==> config.mk <==
export PLATFORM = sky130hd
export DESIGN_NAME = fifo_priority_nch
export DESIGN_NICKNAME = d
export VERILOG_FILES = /design/src/rtl/fifo_priority_nch.sv
export SDC_FILE = /design/constraint.sdc
export NUM_CORES = 1
export LEC_CHECK = 0
export ABC_AREA = 1
export CAP_MARGIN = 20
export CELL_PAD_IN_SITES_DETAIL_PLACEMENT = 0
export CELL_PAD_IN_SITES_GLOBAL_PLACEMENT = 1
export CORE_MARGIN = 2
export CORE_UTILIZATION = 45
export DETAILED_ROUTE_END_ITERATION = 8
export GPL_TIMING_DRIVEN = 0
export PLACE_DENSITY_LB_ADDON = 0.1
export SYNTH_ARGS = -nofsm -noshare
export SYNTH_HDL_FRONTEND = slang
export SYNTH_SLANG_ARGS = --single-unit
export TNS_END_PERCENT = 50
==> constraint.sdc <==
create_clock -name clk -period 7.6 [get_ports clk]
set_input_delay 1.52 -clock clk [delete_from_list [all_inputs] [get_ports clk]]
set_output_delay 1.52 -clock clk [all_outputs]
set_load 0.01 [all_outputs]
==> src/rtl/fifo_priority_nch.sv <==
// NUM_CH independent synchronous FIFOs sharing one registered read port.
// Arbitration is strict priority (channel 0 highest) or priority with aging-based starvation relief.
module fifo_priority_nch #(
    parameter int DATA_WIDTH   = 16,
    parameter int DEPTH        = 8,
    parameter int ADDR_WIDTH   = 3,
    parameter int NUM_CH       = 4,
    parameter int STARVE_LIMIT = 4
) (
    input  logic                             clk,
    input  logic                             rst,
    input  logic [NUM_CH-1:0]                wr_en,
    input  logic [NUM_CH*DATA_WIDTH-1:0]     din,
    input  logic                             rd_en,
    input  logic                             arb_mode,
    output logic [DATA_WIDTH-1:0]            dout,
    output logic                             dout_valid,
    output logic [2:0]                       dout_ch,
    output logic [NUM_CH-1:0]                full,
    output logic [NUM_CH-1:0]                empty,
    output logic [NUM_CH*(ADDR_WIDTH+1)-1:0] ch_count,
    output logic [NUM_CH-1:0]                overflow,
    output logic                             underflow
);

    localparam int PW = ADDR_WIDTH + 1;

    logic [DATA_WIDTH-1:0] mem    [NUM_CH][DEPTH];
    logic [PW-1:0]         wr_ptr [NUM_CH];
    logic [PW-1:0]         rd_ptr [NUM_CH];
    logic [3:0]            age    [NUM_CH];
    logic [NUM_CH-1:0]     cand;
    logic [NUM_CH-1:0]     starving;
    logic [2:0]            grant;
    logic                  rd_go;
    logic [DATA_WIDTH-1:0] head;

    // The extra pointer bit separates a full channel from an empty one.
    always_comb begin
        ch_count = '0;
        for (int i = 0; i < NUM_CH; i++) begin
            ch_count[i*PW +: PW] = wr_ptr[i] - rd_ptr[i];
            empty[i] = (wr_ptr[i] == rd_ptr[i]);
            full[i]  = ((wr_ptr[i] - rd_ptr[i]) == PW'(DEPTH));
        end
    end

    always_comb begin
        cand     = ~empty;
        starving = '0;
        for (int i = 1; i < NUM_CH; i++)
            starving[i] = cand[i] && (age[i] == 4'(STARVE_LIMIT));
        grant = '0;
        for (int i = NUM_CH - 1; i >= 0; i--)
            if (cand[i]) grant = 3'(i);
        // A starving channel overrides plain priority only in aging mode.
        if (arb_mode && (|starving)) begin
            for (int i = NUM_CH - 1; i >= 0; i--)
                if (starving[i]) grant = 3'(i);
        end
        rd_go = rd_en && (|cand);
    end

    always_comb begin
        head = '0;
        for (int i = 0; i < NUM_CH; i++)
            if (grant == 3'(i)) head = mem[i][rd_ptr[i][ADDR_WIDTH-1:0]];
    end

    always_ff @(posedge clk) begin
        for (int i = 0; i < NUM_CH; i++)
            if (wr_en[i] && !full[i])
                mem[i][wr_ptr[i][ADDR_WIDTH-1:0]] <= din[i*DATA_WIDTH +: DATA_WIDTH];
    end

    always_ff @(posedge clk or negedge rst) begin
        if (!rst) begin
            for (int i = 0; i < NUM_CH; i++) begin
                wr_ptr[i] <= '0;
                rd_ptr[i] <= '0;
                age[i]    <= '0;
            end
            dout       <= '0;
            dout_ch    <= '0;
            dout_valid <= 1'b0;
            overflow   <= '0;
            underflow  <= 1'b0;
        end else begin
            dout_valid <= rd_go;
            underflow  <= rd_en && !(|cand);
            overflow   <= wr_en & full;
            if (rd_go) begin
                dout    <= head;
                dout_ch <= grant;
            end
            for (int i = 0; i < NUM_CH; i++) begin
                if (wr_en[i] && !full[i])
                    wr_ptr[i] <= wr_ptr[i] + PW'(1);
                if (rd_go && (grant == 3'(i)))
                    rd_ptr[i] <= rd_ptr[i] + PW'(1);
                if (i == 0 || empty[i])
                    age[i] <= '0;
                else if (arb_mode && rd_go) begin
                    if (grant == 3'(i))
                        age[i] <= '0;
                    else if (age[i] < 4'(STARVE_LIMIT))
                        age[i] <= age[i] + 4'd1;
                end
            end
        end
    end

endmodule

==> Yosys cells after proc, flatten, opt, wreduce, memory -nomap -nowiden <==
Memories as Yosys holds them, arrays and structs flattened.
Cells that the tools add are included.
{ "word_totals": {"ff_bits": 69, "ramBits": 512, "inputBits": 72, "out_inout_bits": 49, "wordCells": 159, "memories": 1} }
{ "mem_list": {"columns": ["memory", "depth", "word_bits", "read_ports", "rd_clocked_by_memory_dff", "wr", "line", "rtl"], "rows": [
  ["mem", 4, 128, 4, 0, 4, "28", "logic [DATA_WIDTH-1:0] mem [NUM_CH][DEPTH];"]
]} }
{ "op_classes": {"add_sub_neg": 15, "order_cmp": 15, "eq_ne": 14, "mux": 52, "bitwise_logic": 10, "n_reduce_logical": 36} }
{ "op_table": {"columns": ["cell", "count"], "rows": [
  ["2-to-1 mux 128 bit", 4],
  ["2-to-1 mux 16 bit", 16],
  ["binary-select mux 16 bit (select 3 bit)", 4],
  ["demux 16 bit (select 3 bit)", 4],
  ["2-to-1 mux 4 bit", 12],
  ["adder 4 x 1 -> 4 bit, second input constant", 11],
  [">= comparator 4 bit, second input constant", 8],
  ["NOT 3 -> 4 bit", 8],
  ["2-to-1 mux 3 bit", 7],
  ["logical AND 1 bit", 19],
  ["== test 4 bit", 4],
  ["== test 4 bit, second input constant", 4],
  ["< comparator 4 x 1 -> 1 bit, second input constant", 4],
  ["subtractor 4 bit", 4],
  ["== test 4 x 3 -> 1 bit, second input constant", 3],
  ["< comparator 4 x 3 -> 1 bit, second input constant", 3],
  ["nonzero test 3 bit", 3],
  ["== test 3 x 2 -> 1 bit, second input constant", 2],
  ["AND reduction 2 bit", 3],
  ["nonzero test 2 bit", 3],
  ["zero test 1 bit", 5],
  ["AND 4 bit", 1],
  ["2-to-1 mux 1 bit", 4],
  ["NOT 4 bit", 1],
  ["5 further kinds", 5]
]} }

==> Depth between registers and ports, before layout <==
Gate-level depths: netlist of run 1.
{ "depth": {"depth_word": 15, "ltp_mapped": 19, "ltp_nobuf": 17} }

==> Worst setup path before layout of run 1 <==
Ideal clock, no wire load.
{ "synth_timing": {"kind": "reg2reg", "startpoint": "register rd_ptr[14] in the netlist's numbering", "endpoint": "memory mem[0][16] in the netlist's numbering, enable pin", "setup_ns": 0.409, "arrival_ns": 3.207, "required_time_ns": 7.191, "setup_slack_ns": 3.984, "stages_incl_launch_ff": 12, "n_path_buf": 2, "period_less_slack_ns": 3.616, "path_cell_list": "dfrtp_1 clkbuf_1 inv_1 clkbuf_1 ha_1 nand2_1 o21ai_0 xor2_1 inv_1 nand2_1 nand3_1 nor3_1"} }
{ "synth_rtl": {"columns": ["element", "line", "rtl"], "rows": [
  ["from (decl)", "30", "logic [PW-1:0] rd_ptr [NUM_CH];"],
  ["from (signal, indexed assignment)", "100", "rd_ptr[i] <= rd_ptr[i] + PW'(1);"],
  ["to (decl)", "28", null]
]} }

==> Final worst setup path of run 1 <==
{ "layout_timing": {"startpoint": "register rd_ptr[14] in the netlist's numbering", "endpoint": "output port empty[0]"} }
{ "layout_between": {"elab_chain_cells": 1} }
{ "layout_rtl": {"columns": ["element", "line", "rtl"], "rows": [
  ["== test 4 bit", "43", "empty[i] = (wr_ptr[i] == rd_ptr[i]);"],
  ["to (decl)", "20", "output logic [NUM_CH-1:0] empty,"]
]} }
No other way between the ends.

==> out/qor.yml, run 1 <==
cp_slowest_stage_delay_ps: 670
synth_edf_count: 512
startpoint_type: "flop"
fillerInstances: 4509
hold_path_class: "reg2reg"
end_kind: "output pin"
first_pass_iters: 5
yosys.area_share.adder_pct: 1.68
synthesis.area_sq_um: 24100
grt.busiest_layer: "met2"
dp_hpwl_microns: 44400
cts.sinks: 580
ys.flop_type: "edfxtp_1"
synth_compound_area_share_pct: 5.15
place.gp.congestion: 0.819
rsz0062_at_grt: "false"
path_max_fanout: 10
routed_wl_microns: 63400
yosys.area_share.xor_xnor_pct: 1.12
diodes: 0
drv_slew: 0
hold_start: "wr_ptr[11]"
synthesis.nets: 2197
slew_headroom_pct: 36.3
io_pins: 121
synthCells: 2095
hold_violations: 0
hold_depth: 1
pwr_density_cell_nw_per_um2: 420
synth_mux_area_share_pct: 0.0414
r2r-end: "mem[0][17]"
drtIter0Drc: 1331
setup_viol: 0
rr_worst_depth: 12
cts_hold_buf: 0
grt_use_total_pct: 23.0
root_buffer: "clkbuf_16"
grt_max_degree: 63
drive_gt1_share_pct: 8.35
r2r-start: "rd_ptr[14]"
critPathSlowestCell: "clkdlybuf4s50_1"
cp_common_cell: "clkbuf_1"
cp_top_family: "buffers and inverters"
gr-usage-met2_pct: 37.4
fin_crit_sh_pct: 72.6
ys_seq_area_share_pct: 70.7
clk_latency_ps: 630
met3_usage_pct: 3.55
cp.required_ps: 6080
path_cells: "clkbuf_1, inv_1, clkbuf_1, ha_1, nand3_1, nor2_1, clkdlybuf4s50_1"
ff2ff_setup_slack_ps: 3340
synth_top_area_share_pct: 63.7
yosysWarnings: 0
fin_util_pct: 54.7
io_buffer_count: 119
avgRoutedWirePerCell_microns: 20.8
synth_top_family_by_area: "simple AND/OR/NAND/NOR gates"
critPathBufInv: 4
fin_setup_tns_ps: 0
avgSynthCellArea_sq_um: 11.5
cts.clk_slew.worst_paths_ps: 60
dpl.cell_count: 2937
grt_util_met1_pct: 32.0
cts_max_path_buffers: 3
ys_seq_elements: 580
die_h_microns: 236
finalNetCount: 2412
h-tree-depth: 2
drc: 0
cts_resized: 0
synth_area_leaders: "edfxtp_1 (64%), nand2_1 (8.0%), dfrtp_1 (7.0%), nand3_1 (5.2%), nor2_1 (3.2%)"
cts_tree: "yes"
status: "finished clean"
drv_cap: 0
start_util_pct: 45.8
die_w_microns: 236
period_needed_ps: 5510
max_freq_mhz: 181
core-area_sq_um: 52800
ys_types: 44
leakage_nw: 10.8
hold_end: "wr_ptr[11]"
synthSimpleGateAreaFrac_pct: 17.9
arrival_ps: 3990
antenna_found_initial: 1
yosysMostFrequentCell: "nand2_1"
gr-total-overflow: 0
area_growth_syn_to_layout_pct: 19.5
ant_nets: 0
yosysTopAreaCell: "edfxtp_1"
routed_via_density: 5.34
numCtsBuffers: 59
async_flop_share_pct: 11.7
crit_type: "reg2out"
worst_slew_pin_slew_ps: 950
grt_first_pass_wirelength_microns: 96400
vias: 16300
max-vdd-ir-drop_mv: 0.364
fin_cells: 3048
grt_pass1_vias: 15800
finalClockSkew_ps: 28.2
postCtsSetupBuffers: 0
synth_common_cells: "nand2_1 (517), edfxtp_1 (512), nand3_1 (252)"
dieArea_sq_um: 55500
rows: 84
cell usage in the layout, fill, tap and decap left out, types with 12 or more instances in the layout:
cell | synthesis | final
clkinv_1 | 5 | 17
o21ai_0 | 95 | 95
buf_8 | 0 | 17
nor2_2 | 1 | 21
clkbuf_16 | 0 | 60
buf_1 | 18 | 18
buf_6 | 4 | 14
nor3_2 | 0 | 12
o31ai_1 | 20 | 20
clkbuf_1 | 70 | 82
a21oi_1 | 64 | 64
nor3_1 | 31 | 19
dfrtp_1 | 68 | 68
nand3_1 | 252 | 252
xor2_1 | 24 | 24
clkdlybuf4s50_1 | 0 | 118
inv_1 | 87 | 87
o221ai_1 | 12 | 12
edfxtp_1 | 512 | 512
ha_1 | 26 | 26
nor2_1 | 206 | 186
nand2_1 | 517 | 517
per-stage QoR:
| stage | cell area (sq um) | hold WS [ps] | setup slack (ps) | power (mW) |
|---|---|---|---|---|
| after CTS | 28900 | 492 | 2030 | 12.2 |
| after global routing | 28900 | 526 | 1870 | 12.9 |
| after detailed placement | 26900 | 484 | 2730 | 9.22 |
| after floorplan | 24100 | 463 | 3980 | 7.07 |
| after global placement | 26200 | 479 | 2090 | 8.98 |
| final | 28900 | 491 | 2090 | 12.1 |
area by class of cell:
| class | instances | area [sq um] | share of cell area (%) |
|---|---|---|---|
| Multi-Input combinational cell | 1313 | 6370 | 22.1 |
| Inverter | 101 | 379 | 1.31 |
| Tap cell | 688 | 861 | 2.98 |
| Sequential cell | 580 | 17100 | 59.2 |
| Buffer | 101 | 430 | 1.49 |
| Timing Repair Buffer | 154 | 1740 | 6.02 |
| Clock inverter | 37 | 424 | 1.47 |
| Clock buffer | 74 | 1570 | 5.45 |
cells by family after synthesis:
logic type	after synthesis
and+or+nand+nor	1030
other	1
muxes	1
buffers and inverters	202
xor gates and xnor gates	31
adders and majority gates	30
DFF	580
AOI/OAI and AO/OA	220
layer usage:
layer | up-vias | wire [microns] | share of wire (%)
li1 | 7749 | - | -
met1 | 7941 | 28000 | 44
met2 | 481 | 30100 | 48
met3 | 92 | 3690 | 5.8
met4 | 0 | 1570 | 2.5
met5 | - | 0 | 0
flip-flops by register name (all words and copies together) (netlist names):
name / flops
overflow: 4
dout_valid: 1
wr_ptr: 16
age: 12
dout: 16
rd_ptr: 16
underflow: 1
dout_ch: 2
mem: 512
worst register-to-register path, delay by kind of cell (launching register included):
kind / cells / cell delay [ps]
buffers and inverters: 5 / 1510
xor gates and xnor gates: 1 / 180
DFF: 1 / 330
adders and majority gates: 1 / 500
and+or+nand+nor: 4 / 1270
AOI/OAI and AO/OA: 1 / 190
power breakdown:
| part | total (mW) | internal (mW) | switching, mW |
|---|---|---|---|
| clock network | 2.98 | 1.77 | 1.21 |
| logic | 4.76 | 1.57 | 3.19 |
| registers | 4.37 | 4.11 | 0.256 |
| total | 12.1 | 7.45 | 4.66 |
how the worst max path moves through the flow:
| stage | to | cells after the start | from |
|---|---|---|---|
| after floorplan | mem[0][16] | 11 | rd_ptr[14] |
| after global placement | mem[0][64] | 11 | rd_ptr[14] |
| after global routing | empty[0] | 7 | rd_ptr[14] |
| after CTS | empty[0] | 7 | rd_ptr[14] |
| after detailed placement | empty[0] | 7 | rd_ptr[14] |
| final | empty[0] | 7 | rd_ptr[14] |
Note: power is estimated with default switching activity, not from simulation.
==> run 2: changes to the inputs <==
==> constraint.sdc (replaced) <==
create_clock -name clk -period 5.26 [get_ports clk]
set_input_delay 1.052 -clock clk [delete_from_list [all_inputs] [get_ports clk]]
set_output_delay 1.052 -clock clk [all_outputs]
set_load 0.01 [all_outputs]
==> results of run 2 <==
Same layout as run 1 (identical final DEF). Status: finished clean.
Main changes from that run: setup slack after placement 2730 ps -> 853 ps; setup slack after layout 2090 ps -> 214 ps; hold slack 491 ps -> 257 ps; register-to-register setup slack 3340 ps -> 1000 ps; total power 12.1 mW -> 17.5 mW; worst IR drop on VDD 0.364 mV -> 0.526 mV
==> run 3: changes to the inputs <==
==> constraint.sdc (replaced) <==
create_clock -name clk -period 6.5 [get_ports clk]
set_input_delay 1.3 -clock clk [delete_from_list [all_inputs] [get_ports clk]]
set_output_delay 1.3 -clock clk [all_outputs]
set_load 0.01 [all_outputs]
==> results of run 3 <==
Same layout as run 1 (identical final DEF). Status: finished clean.
Main changes from that run: setup slack after placement 2730 ps -> 1850 ps; setup slack after layout 2090 ps -> 1210 ps; register-to-register setup slack 3340 ps -> 2240 ps; total power 12.1 mW -> 14.2 mW; worst IR drop on VDD 0.364 mV -> 0.425 mV
